$ cat src/rtl/div_pkg.sv
// Shared types and constants for the iterative divider (div_unit, div_step).
package div_pkg;

  typedef enum logic [1:0] {
    IDLE = 2'd0,
    CALC = 2'd1,
    FIN  = 2'd2
  } state_t;

  typedef enum logic [1:0] {
    DIV  = 2'd0,
    DIVU = 2'd1,
    REM  = 2'd2,
    REMU = 2'd3
  } op_t;

  localparam int DIV_WIDTH = 32;
  localparam int CNT_W     = $clog2(DIV_WIDTH) + 1;

  // Iteration-counter width for an arbitrary operand width.
  function automatic int cnt_width(input int w);
    return $clog2(w) + 1;
  endfunction

endpackage

$ cat src/rtl/div_step.sv
// One restoring shift-subtract iteration on unsigned magnitudes (combinational).
module div_step
  import div_pkg::*;
#(
  parameter int WIDTH = 32
) (
  input  logic [WIDTH:0]   rem_in,
  input  logic [WIDTH-1:0] quo_in,
  input  logic [WIDTH-1:0] dvs,
  output logic [WIDTH:0]   rem_out,
  output logic [WIDTH-1:0] quo_out
);

  logic [WIDTH+1:0] shifted;
  logic [WIDTH+1:0] trial;
  logic             borrow;

  always_comb begin
    shifted = {rem_in, quo_in[WIDTH-1]};
    trial   = shifted - {2'b00, dvs};
    borrow  = trial[WIDTH+1];
    rem_out = borrow ? shifted[WIDTH:0] : trial[WIDTH:0];
    quo_out = {quo_in[WIDTH-2:0], ~borrow};
  end

endmodule

$ cat src/rtl/div_unit.sv
// Multi-cycle signed/unsigned divider, one quotient bit per CALC cycle.
// Optional DIV_UNIT_FASTPATH_EN: divide-by-zero and signed overflow skip CALC.
//
// state | meaning
// IDLE  | waiting for start with a valid op select
// CALC  | WIDTH shift-subtract iterations, down-counter runs to zero
// FIN   | result valid, done pulses for one cycle
module div_unit
  import div_pkg::*;
#(
  parameter int WIDTH = 32
) (
  input  logic             clk,
  input  logic             rst,
  input  logic             start,
  input  logic [WIDTH-1:0] operand_a,
  input  logic [WIDTH-1:0] operand_b,
  input  logic             div_sel_div,
  input  logic             div_sel_divu,
  input  logic             div_sel_rem,
  input  logic             div_sel_remu,
  input  logic             kill,
  output logic             busy,
  output logic             done,
  output logic [WIDTH-1:0] result
);

  localparam int CW = cnt_width(WIDTH);

  state_t           state, state_nxt;
  op_t              op_in;
  logic             sel_any, is_signed_in, is_rem_in, a_neg, b_neg;
  logic             div0_in, ovf_in, special_in, fast_in, accept;
  logic [WIDTH-1:0] a_mag, b_mag, spec_val_in, final_val;

  logic [WIDTH:0]   rem_q, rem_nxt;
  logic [WIDTH-1:0] quo_q, quo_nxt, dvs_q, spec_val_q, result_q;
  logic [CW-1:0]    cnt_q;
  logic             neg_quo_q, neg_rem_q, is_rem_q, special_q;

  always_comb begin
    sel_any = div_sel_div | div_sel_divu | div_sel_rem | div_sel_remu;
    op_in   = DIV;
    if (div_sel_div)       op_in = DIV;
    else if (div_sel_divu) op_in = DIVU;
    else if (div_sel_rem)  op_in = REM;
    else if (div_sel_remu) op_in = REMU;
    is_signed_in = (op_in == DIV) || (op_in == REM);
    is_rem_in    = (op_in == REM) || (op_in == REMU);
    a_neg        = is_signed_in & operand_a[WIDTH-1];
    b_neg        = is_signed_in & operand_b[WIDTH-1];
    a_mag        = a_neg ? -operand_a : operand_a;
    b_mag        = b_neg ? -operand_b : operand_b;
    div0_in      = (operand_b == '0);
    ovf_in       = is_signed_in && (operand_a == {1'b1, {(WIDTH-1){1'b0}}})
                   && (operand_b == '1);
    special_in   = div0_in | ovf_in;
    spec_val_in  = is_rem_in ? (div0_in ? operand_a : '0)
                             : (div0_in ? '1 : operand_a);
    accept       = (state == IDLE) && start && sel_any && !kill;
  end

`ifdef DIV_UNIT_FASTPATH_EN
  assign fast_in = special_in;
`else
  assign fast_in = 1'b0;
`endif

  div_step #(.WIDTH(WIDTH)) u_step (
    .rem_in  (rem_q),
    .quo_in  (quo_q),
    .dvs     (dvs_q),
    .rem_out (rem_nxt),
    .quo_out (quo_nxt)
  );

  always_ff @(posedge clk or posedge rst) begin
    if (rst) state <= IDLE;
    else     state <= state_nxt;
  end

  always_comb begin
    state_nxt = state;
    case (state)
      IDLE:    if (accept) state_nxt = fast_in ? FIN : CALC;
      CALC:    if (cnt_q == '0) state_nxt = FIN;
      FIN:     state_nxt = IDLE;
      default: state_nxt = IDLE;
    endcase
    if (kill) state_nxt = IDLE;
  end

  always_comb begin
    busy = (state != IDLE);
    done = (state == FIN) && !kill;
  end

  // Special cases override the iterated value so both builds agree bit for bit.
  always_comb begin
    if (special_q)     final_val = spec_val_q;
    else if (is_rem_q) final_val = neg_rem_q ? -rem_nxt[WIDTH-1:0] : rem_nxt[WIDTH-1:0];
    else               final_val = neg_quo_q ? -quo_nxt : quo_nxt;
  end

  always_ff @(posedge clk or posedge rst) begin
    if (rst) begin
      rem_q      <= '0;
      quo_q      <= '0;
      dvs_q      <= '0;
      cnt_q      <= '0;
      neg_quo_q  <= 1'b0;
      neg_rem_q  <= 1'b0;
      is_rem_q   <= 1'b0;
      special_q  <= 1'b0;
      spec_val_q <= '0;
      result_q   <= '0;
    end else if (accept) begin
      rem_q      <= '0;
      quo_q      <= a_mag;
      dvs_q      <= b_mag;
      cnt_q      <= CW'(WIDTH - 1);
      neg_quo_q  <= a_neg ^ b_neg;
      neg_rem_q  <= a_neg;
      is_rem_q   <= is_rem_in;
      special_q  <= special_in;
      spec_val_q <= spec_val_in;
      if (fast_in) result_q <= spec_val_in;
    end else if ((state == CALC) && !kill) begin
      rem_q <= rem_nxt;
      quo_q <= quo_nxt;
      cnt_q <= cnt_q - 1'b1;
      if (cnt_q == '0) result_q <= final_val;
    end
  end

  assign result = result_q;

endmodule

$ cat config.mk
export PLATFORM = sky130hd
export DESIGN_NAME = div_unit
export DESIGN_NICKNAME = d
export VERILOG_FILES = /design/src/rtl/div_pkg.sv /design/src/rtl/div_step.sv /design/src/rtl/div_unit.sv
export SDC_FILE = /design/constraint.sdc
export NUM_CORES = 1
export LEC_CHECK = 0
export ABC_AREA = 1
export BUFFER_PORTS_ARGS = -buffer_cell sky130_fd_sc_hd__buf_2
export CAP_MARGIN = 15
export CORE_MARGIN = 2
export CORE_UTILIZATION = 39
export CTS_BUF_LIST = sky130_fd_sc_hd__clkbuf_16
export CTS_CLUSTER_DIAMETER = 100
export CTS_CLUSTER_SIZE = 28
export DETAILED_ROUTE_END_ITERATION = 6
export GPL_ROUTABILITY_DRIVEN = 1
export GPL_TIMING_DRIVEN = 0
export REMOVE_ABC_BUFFERS = 1
export SYNTH_ARGS = -nofsm -noshare
export SYNTH_HDL_FRONTEND = slang
export SYNTH_HIERARCHICAL = 1
export SYNTH_SLANG_ARGS = --single-unit
$ cat constraint.sdc
create_clock -name clk -period 6.4 [get_ports clk]
set_input_delay 0.96 -clock clk [delete_from_list [all_inputs] [get_ports clk]]
set_output_delay 0.96 -clock clk [all_outputs]
set_load 0.02 [all_outputs]
# Word level (Yosys, flattened, before mapping)
# Index checks and enable logic that the tools add are counted.
# classes
muxes,24
reduce_logical,18
eq_ne,8
div,0
n_shift,0
n_bitwise,9
order_cmp,0
addsub,6
multipliers,0
# op_table
op,n
two-way mux 32 bit,11
negator 32 bit,4
two-way mux 33 bit,3
== test 32 bit (second input constant),2
subtractor 34 x 32 -> 34 bit,1
logical NOT 32 bit,1
two-way mux 2 bit,7
two-way mux 6 bit,2
logical AND 1 bit,7
== test 2 bit (second input constant),3
logical NOT 6 bit,1
inequality test 3 bit (second input constant),2
subtractor 6 x 1 -> 6 bit (second input constant),1
logical NOT 2 bit,2
OR 1 bit,4
one-hot mux 2 bit (2 select lines),1
nonzero test 2 bit,2
AND reduction 3 bit,1
AND 1 bit,2
== test 2 x 1 -> 1 bit (second input constant),1
logical OR 1 bit,2
NOT 1 bit,2
AND reduction 2 bit,1
logical NOT 1 bit,1
bitwise XOR 1 bit,1
# totals
mem_bits_rw,0
in_bits,72
elab_cells,76
mem_bits_ro,0
latch_bits,0
n_memories,0
ff_bits,173
output_inout_bits,34

# Longest topological paths before layout
# logic_depth
word_depth,9
ltp_mapped,28
depth_no_buf,27

# By module
# Netlist, hierarchy kept.
# by_module_without_submodules
mod,seq_area_each_um2,n_inst,cells_each,area_per_inst_um2
div_unit,4329.2,1,1870,11907.7
div_step,0.0,1,752,3677.3

# Worst setup path before layout
# OpenSTA, ideal clock, no wires.
# synth_timing
path_type,register to register
from,reg rem_q[27]
to,"reg result_q[24], in the netlist result[24]"
t_arrival_ns,2.969
slack_ns,3.315
path_buffers,1
period_less_slack_ns,3.085
required_ns,6.283
setup_ns,0.117
stages_incl_launch_ff,23
path_cell_list,dfrtp_1 -> ha_1 -> nand2_1 -> inv_1 -> nand2_1 -> and2_1 -> o21ai_1 -> nor2_2 -> nand3_2 -> buf_4 -> nand3_1 -> nand2_1 -> inv_1 -> ha_1 -> nand3_1 -> nor2_1 -> nand2_1 -> nand2_1 -> nand3b_1 -> nand3_1 -> nand3_1 -> nand2_1 -> nand2_1
# synth_between
elab_chain_len,6
word_cells_on_any_way,9
cone_classes,add/sub: 3; mux: 5; bitwise: 1
# synth_rtl
element,line,rtl
from (decl),div_unit.sv:36,"logic [WIDTH:0] rem_q, rem_nxt;"
from (signal assigned),div_unit.sv:129,rem_q <= rem_nxt;
subtractor 34 x 32 -> 34 bit,div_step.sv:20,"trial = shifted - {2'b00, dvs};"
two-way mux 33 bit,div_step.sv:22,rem_out = borrow ? shifted[WIDTH:0] : trial[WIDTH:0];
via rem_nxt[0],div_unit.sv:36,
negator 32 bit,div_unit.sv:101,else if (is_rem_q) final_val = neg_rem_q ? -rem_nxt[WIDTH-1:0] : rem_nxt[WIDTH-1:0];
two-way mux 32 bit (2 in a row),div_unit.sv:101,
two-way mux 32 bit,div_unit.sv:100,if (special_q) final_val = spec_val_q;
to (signal assigned),div_unit.sv:127,if (fast_in) result_q <= spec_val_in;
to (signal assigned),div_unit.sv:132,if (cnt_q == '0) result_q <= final_val;
to (decl),div_unit.sv:37,"logic [WIDTH-1:0] quo_q, quo_nxt, dvs_q, spec_val_q, result_q;"
# The timed path passes the listed nets, and every way through them passes these cells.
# A chain may end at the register's enable or synchronous reset.

# Worst setup path after layout
# layout_timing
from,reg dvs_q[28]
to,"reg result_q[24], in the netlist result[24]"
# layout_between
elab_chain_len,6
word_cells_on_any_way,9
cone_classes,add/sub: 3; mux: 5; bitwise: 1
# layout_rtl
element,line,rtl
from (decl),div_unit.sv:37,
from (signal assigned),div_unit.sv:120,dvs_q <= b_mag;
subtractor 34 x 32 -> 34 bit,div_step.sv:20,
two-way mux 33 bit,div_step.sv:22,
via rem_nxt[0],div_unit.sv:36,
negator 32 bit,div_unit.sv:101,
two-way mux 32 bit (2 in a row),div_unit.sv:101,
two-way mux 32 bit,div_unit.sv:100,
# The timed path passes the listed nets, and every way through them passes these cells.

==> metrics.txt <==
Setup WS post-layout 1.82 ns; worst-margin pin slew 1.07 ns; Min-Delay Path Class primary input to asynchronous set/reset pin; unrepaired setup endpoints after global routing false; crit path launch type flop; crit-path max FO 34; Fmax 218 MHz; P_int 3.31 mW; final core occ 42.8%; #FFs+latches synth 173; Post-Syn Area 15,600 µm²; dpl cell area 16,300 µm²; Post-CTS Setup Bufs 0; Top FF cell, synth dfrtp_1; Seq/Total Area, Yosys 27.8%; worst-case reg-to-reg path depth 20; Starting DRT DRC Count 1,237; clock network power share 13.9%; critical path arrival 4.93 ns; outcome finished, final reports clean; Post-DP HPWL 40,100 µm; first-pass GRT wire length 82,900 µm; clk_skew 0.0191 ns; Post-CTS Resized 0; Max Slew Vio Count 0; Gate power share 64.0%; CP peak stage delay 0.56 ns; # diodes 0; die height 204 µm; layout cells sized above 1 7.74%; Ys Warns 6; FF/Latch Area 4330 µm²; CTS Root Cell clkbuf_16; final hold vios 0; Max H-tree Level 4; CP Data Required Time 6.75 ns; Syn-to-layout area delta 8.70%; drt total wl 51,300 µm; TritonCTS Buffers 17; # rows 73; pre-CTS setup slack 1.90 ns; fin crit share 71.6%; CTS tree done; fill cell count 4,305; Finished Cell Area 16,900 µm²; initial antenna violation count 0; cell count after placement 3,140; Post-Syn Area per Cell 5.94 µm²; Final setup viols 0; Seq pwr share 22.2%; die width 204 µm; largest net degree at the start of global routing 129; Port Buf Inserts 105; Gate Count Post-Synth 2,622; NetSw 4.03 mW; asr flop ratio synth 100%; synth unique cells 44; Tmin final 4.58 ns; die footprint 41,600 µm²; area of the multi-input gates 9150 µm²; commonest non-fill, non-tap cell in the layout nand2_1; clock buffer depth 2; final net count 2,749; vias in the first global route 15,300; element type at the critical path end flop; commonest cells after routing, fill and taps aside nand2_1 (912), inv_1 (358), nand3_1 (340); clk sinks 173; grt ovf 0; initial core utilization 39.4%; core area 39,500 µm²; clock latency on the worst-skew pair 0.46 ns; Sw Ratio 54.9%; via count 16,400; worst-path cell chain inv_1 > ha_1 > a21oi_1 > and2_1 > o21ai_1 > nor2_2 > nand3_2 > nand3_1 > nand2_1 > inv_1 > ha_1 > nand3_1 > nor2_1 > nand2_1 > nand2_1 > nand3b_1 > nand3_1 > nand3_1 > nand2_1 > nand2_1; Reg clk slew, reported paths 0.08 ns; non-filler cells, final 3,175; Residual DRC 0; Boundary Pins 106; post-route ant nets 0; CP Class flop to flop; max_cap viols 0; DR vias/cell 5.16; VDD IR max 269 µV; Leakage 9.11 nW; Placer Congestion 0.927; number of synthesized flops with an enable pin 0; slew margin rel. 28.6%; CTS Hold Bufs 0; Cell Pwr Density 434 nW/µm²; Total GRT Usage 25.2%; wire per inst 16.2 µm; CP dominant cell by count nand2_1; TritonRoute pass-1 iters 6; CP max-delay cell nand3_2
## worst max-delay path, delay by kind of cell, from the launching register on
kind            cells  cell delay, ns
simple gates       14            2.93
fa+ha+maj           2            0.50
flops               1            0.38
compound gates      2            0.35
buf+inv             2            0.29
## registers in the layout, indices dropped and copies added, names as in the netlist
register	flops
rem_q	33
dvs_q	32
quo_q	32
result	32
spec_val_q	32
cnt_q	6
state	2
is_rem_q	1
neg_quo_q	1
neg_rem_q	1
special_q	1
## worst paths after layout
| check | startpoint | to | slack [ns] |
|---|---|---|---|
| max | dvs_q[28]$_DFFE_PP0P_ | result[24]$_DFFE_PP0P_ | 1.82 |
| min | rst | result[9]$_DFFE_PP0P_ | 0.48 |
| max reg2reg | dvs_q[28]$_DFFE_PP0P_ | result[24]$_DFFE_PP0P_ | 1.82 |
| min reg2reg | result[19]$_DFFE_PP0P_ | result[19]$_DFFE_PP0P_ | 0.48 |
| max in group asynchronous | rst | result[16]$_DFFE_PP0P_ | 4.97 |
| min in group clk | result[19]$_DFFE_PP0P_ | result[19]$_DFFE_PP0P_ | 0.48 |
## per-layer routing
layer | part of all wire (%) | vias up | global-route usage, %
met4 | 3.1 | 0 | 8.81
met2 | 47 | 374 | 41.8
met5 | 0 | - | 0
met3 | 3.7 | 73 | 2.44
met1 | 47 | 7633 | 34.3
li1 | - | 8306 | -
## power by group through the flow
| stage | logic, mW | registers [mW] | clock network, mW |
|---|---|---|---|
| after floorplan | 3.32 | 1.57 | 0 |
| after detailed placement | 4.57 | 1.65 | 0 |
| after CTS | 4.61 | 1.63 | 1.04 |
| after global placement | 4.49 | 1.66 | 0 |
| final | 4.70 | 1.63 | 1.02 |
| after global routing | 5.32 | 1.66 | 1.09 |
## cell families (layout without fill, tap and decap cells)
kind of cell | Yosys count | count (layout) | share of synthesized area, %
xor+xnor | 30 | 30 | 1.69
fa+ha+maj | 40 | 40 | 3.26
flops | 173 | 173 | 27.8
compound gates | 296 | 296 | 10.6
simple gates | 1586 | 1586 | 43.1
buf+inv | 497 | 525 | 13.6
## cells in the mapped netlist, types with 2 or more instances
| master | instances | area share (%) |
|---|---|---|
| buf_1 | 7 | 0.17 |
| dfrtp_1 | 173 | 28 |
| inv_2 | 17 | 0.41 |
| nand4_1 | 22 | 0.88 |
| nor3_2 | 4 | 0.26 |
| nand3b_1 | 16 | 0.77 |
| nor4_1 | 2 | 0.080 |
| o21bai_1 | 5 | 0.24 |
| clkbuf_1 | 45 | 1.1 |
| buf_6 | 10 | 0.72 |
| nor3_1 | 19 | 0.61 |
| or2_2 | 2 | 0.080 |
| nand2_1 | 912 | 22 |
| ha_1 | 39 | 3.1 |
| nand2_2 | 8 | 0.32 |
| buf_4 | 42 | 2.0 |
| a22oi_2 | 7 | 0.56 |
| xnor2_1 | 2 | 0.11 |
| xor2_1 | 28 | 1.6 |
| nand3_2 | 5 | 0.32 |
| nor2_1 | 229 | 5.5 |
| o211ai_1 | 25 | 1.2 |
| nand2_4 | 2 | 0.14 |
| nor2_2 | 7 | 0.28 |
| inv_1 | 357 | 8.6 |
| a21oi_1 | 86 | 2.8 |
| nor2_4 | 2 | 0.14 |
| buf_2 | 18 | 0.58 |
| a22oi_1 | 5 | 0.24 |
| o21ai_1 | 27 | 0.87 |
| nand3_1 | 340 | 11 |
| and2_1 | 11 | 0.44 |
| o221ai_1 | 5 | 0.28 |
| o21ai_0 | 133 | 4.3 |
## through the flow
step,hold WS (ns),TNS (ns),total power [mW]
2_1_floorplan,0.449,0,4.89
3_3_place_gp,0.460,-252.49,6.14
3_5_place_dp,0.460,0,6.22
4_1_cts,0.480,0,7.28
5_1_grt,0.499,0,8.07
6_report,0.475,0,7.35
## final cells by class
class,count,share of cell area (%)
Inverter,375,8.35
Clock buffer,17,2.51
Timing Repair Buffer,118,4.95
Sequential cell,173,25.6
Clock inverter,15,0.724
Tap cell,525,3.88
Multi-Input combinational cell,1952,54.0
(Power assumes the default switching activity.)
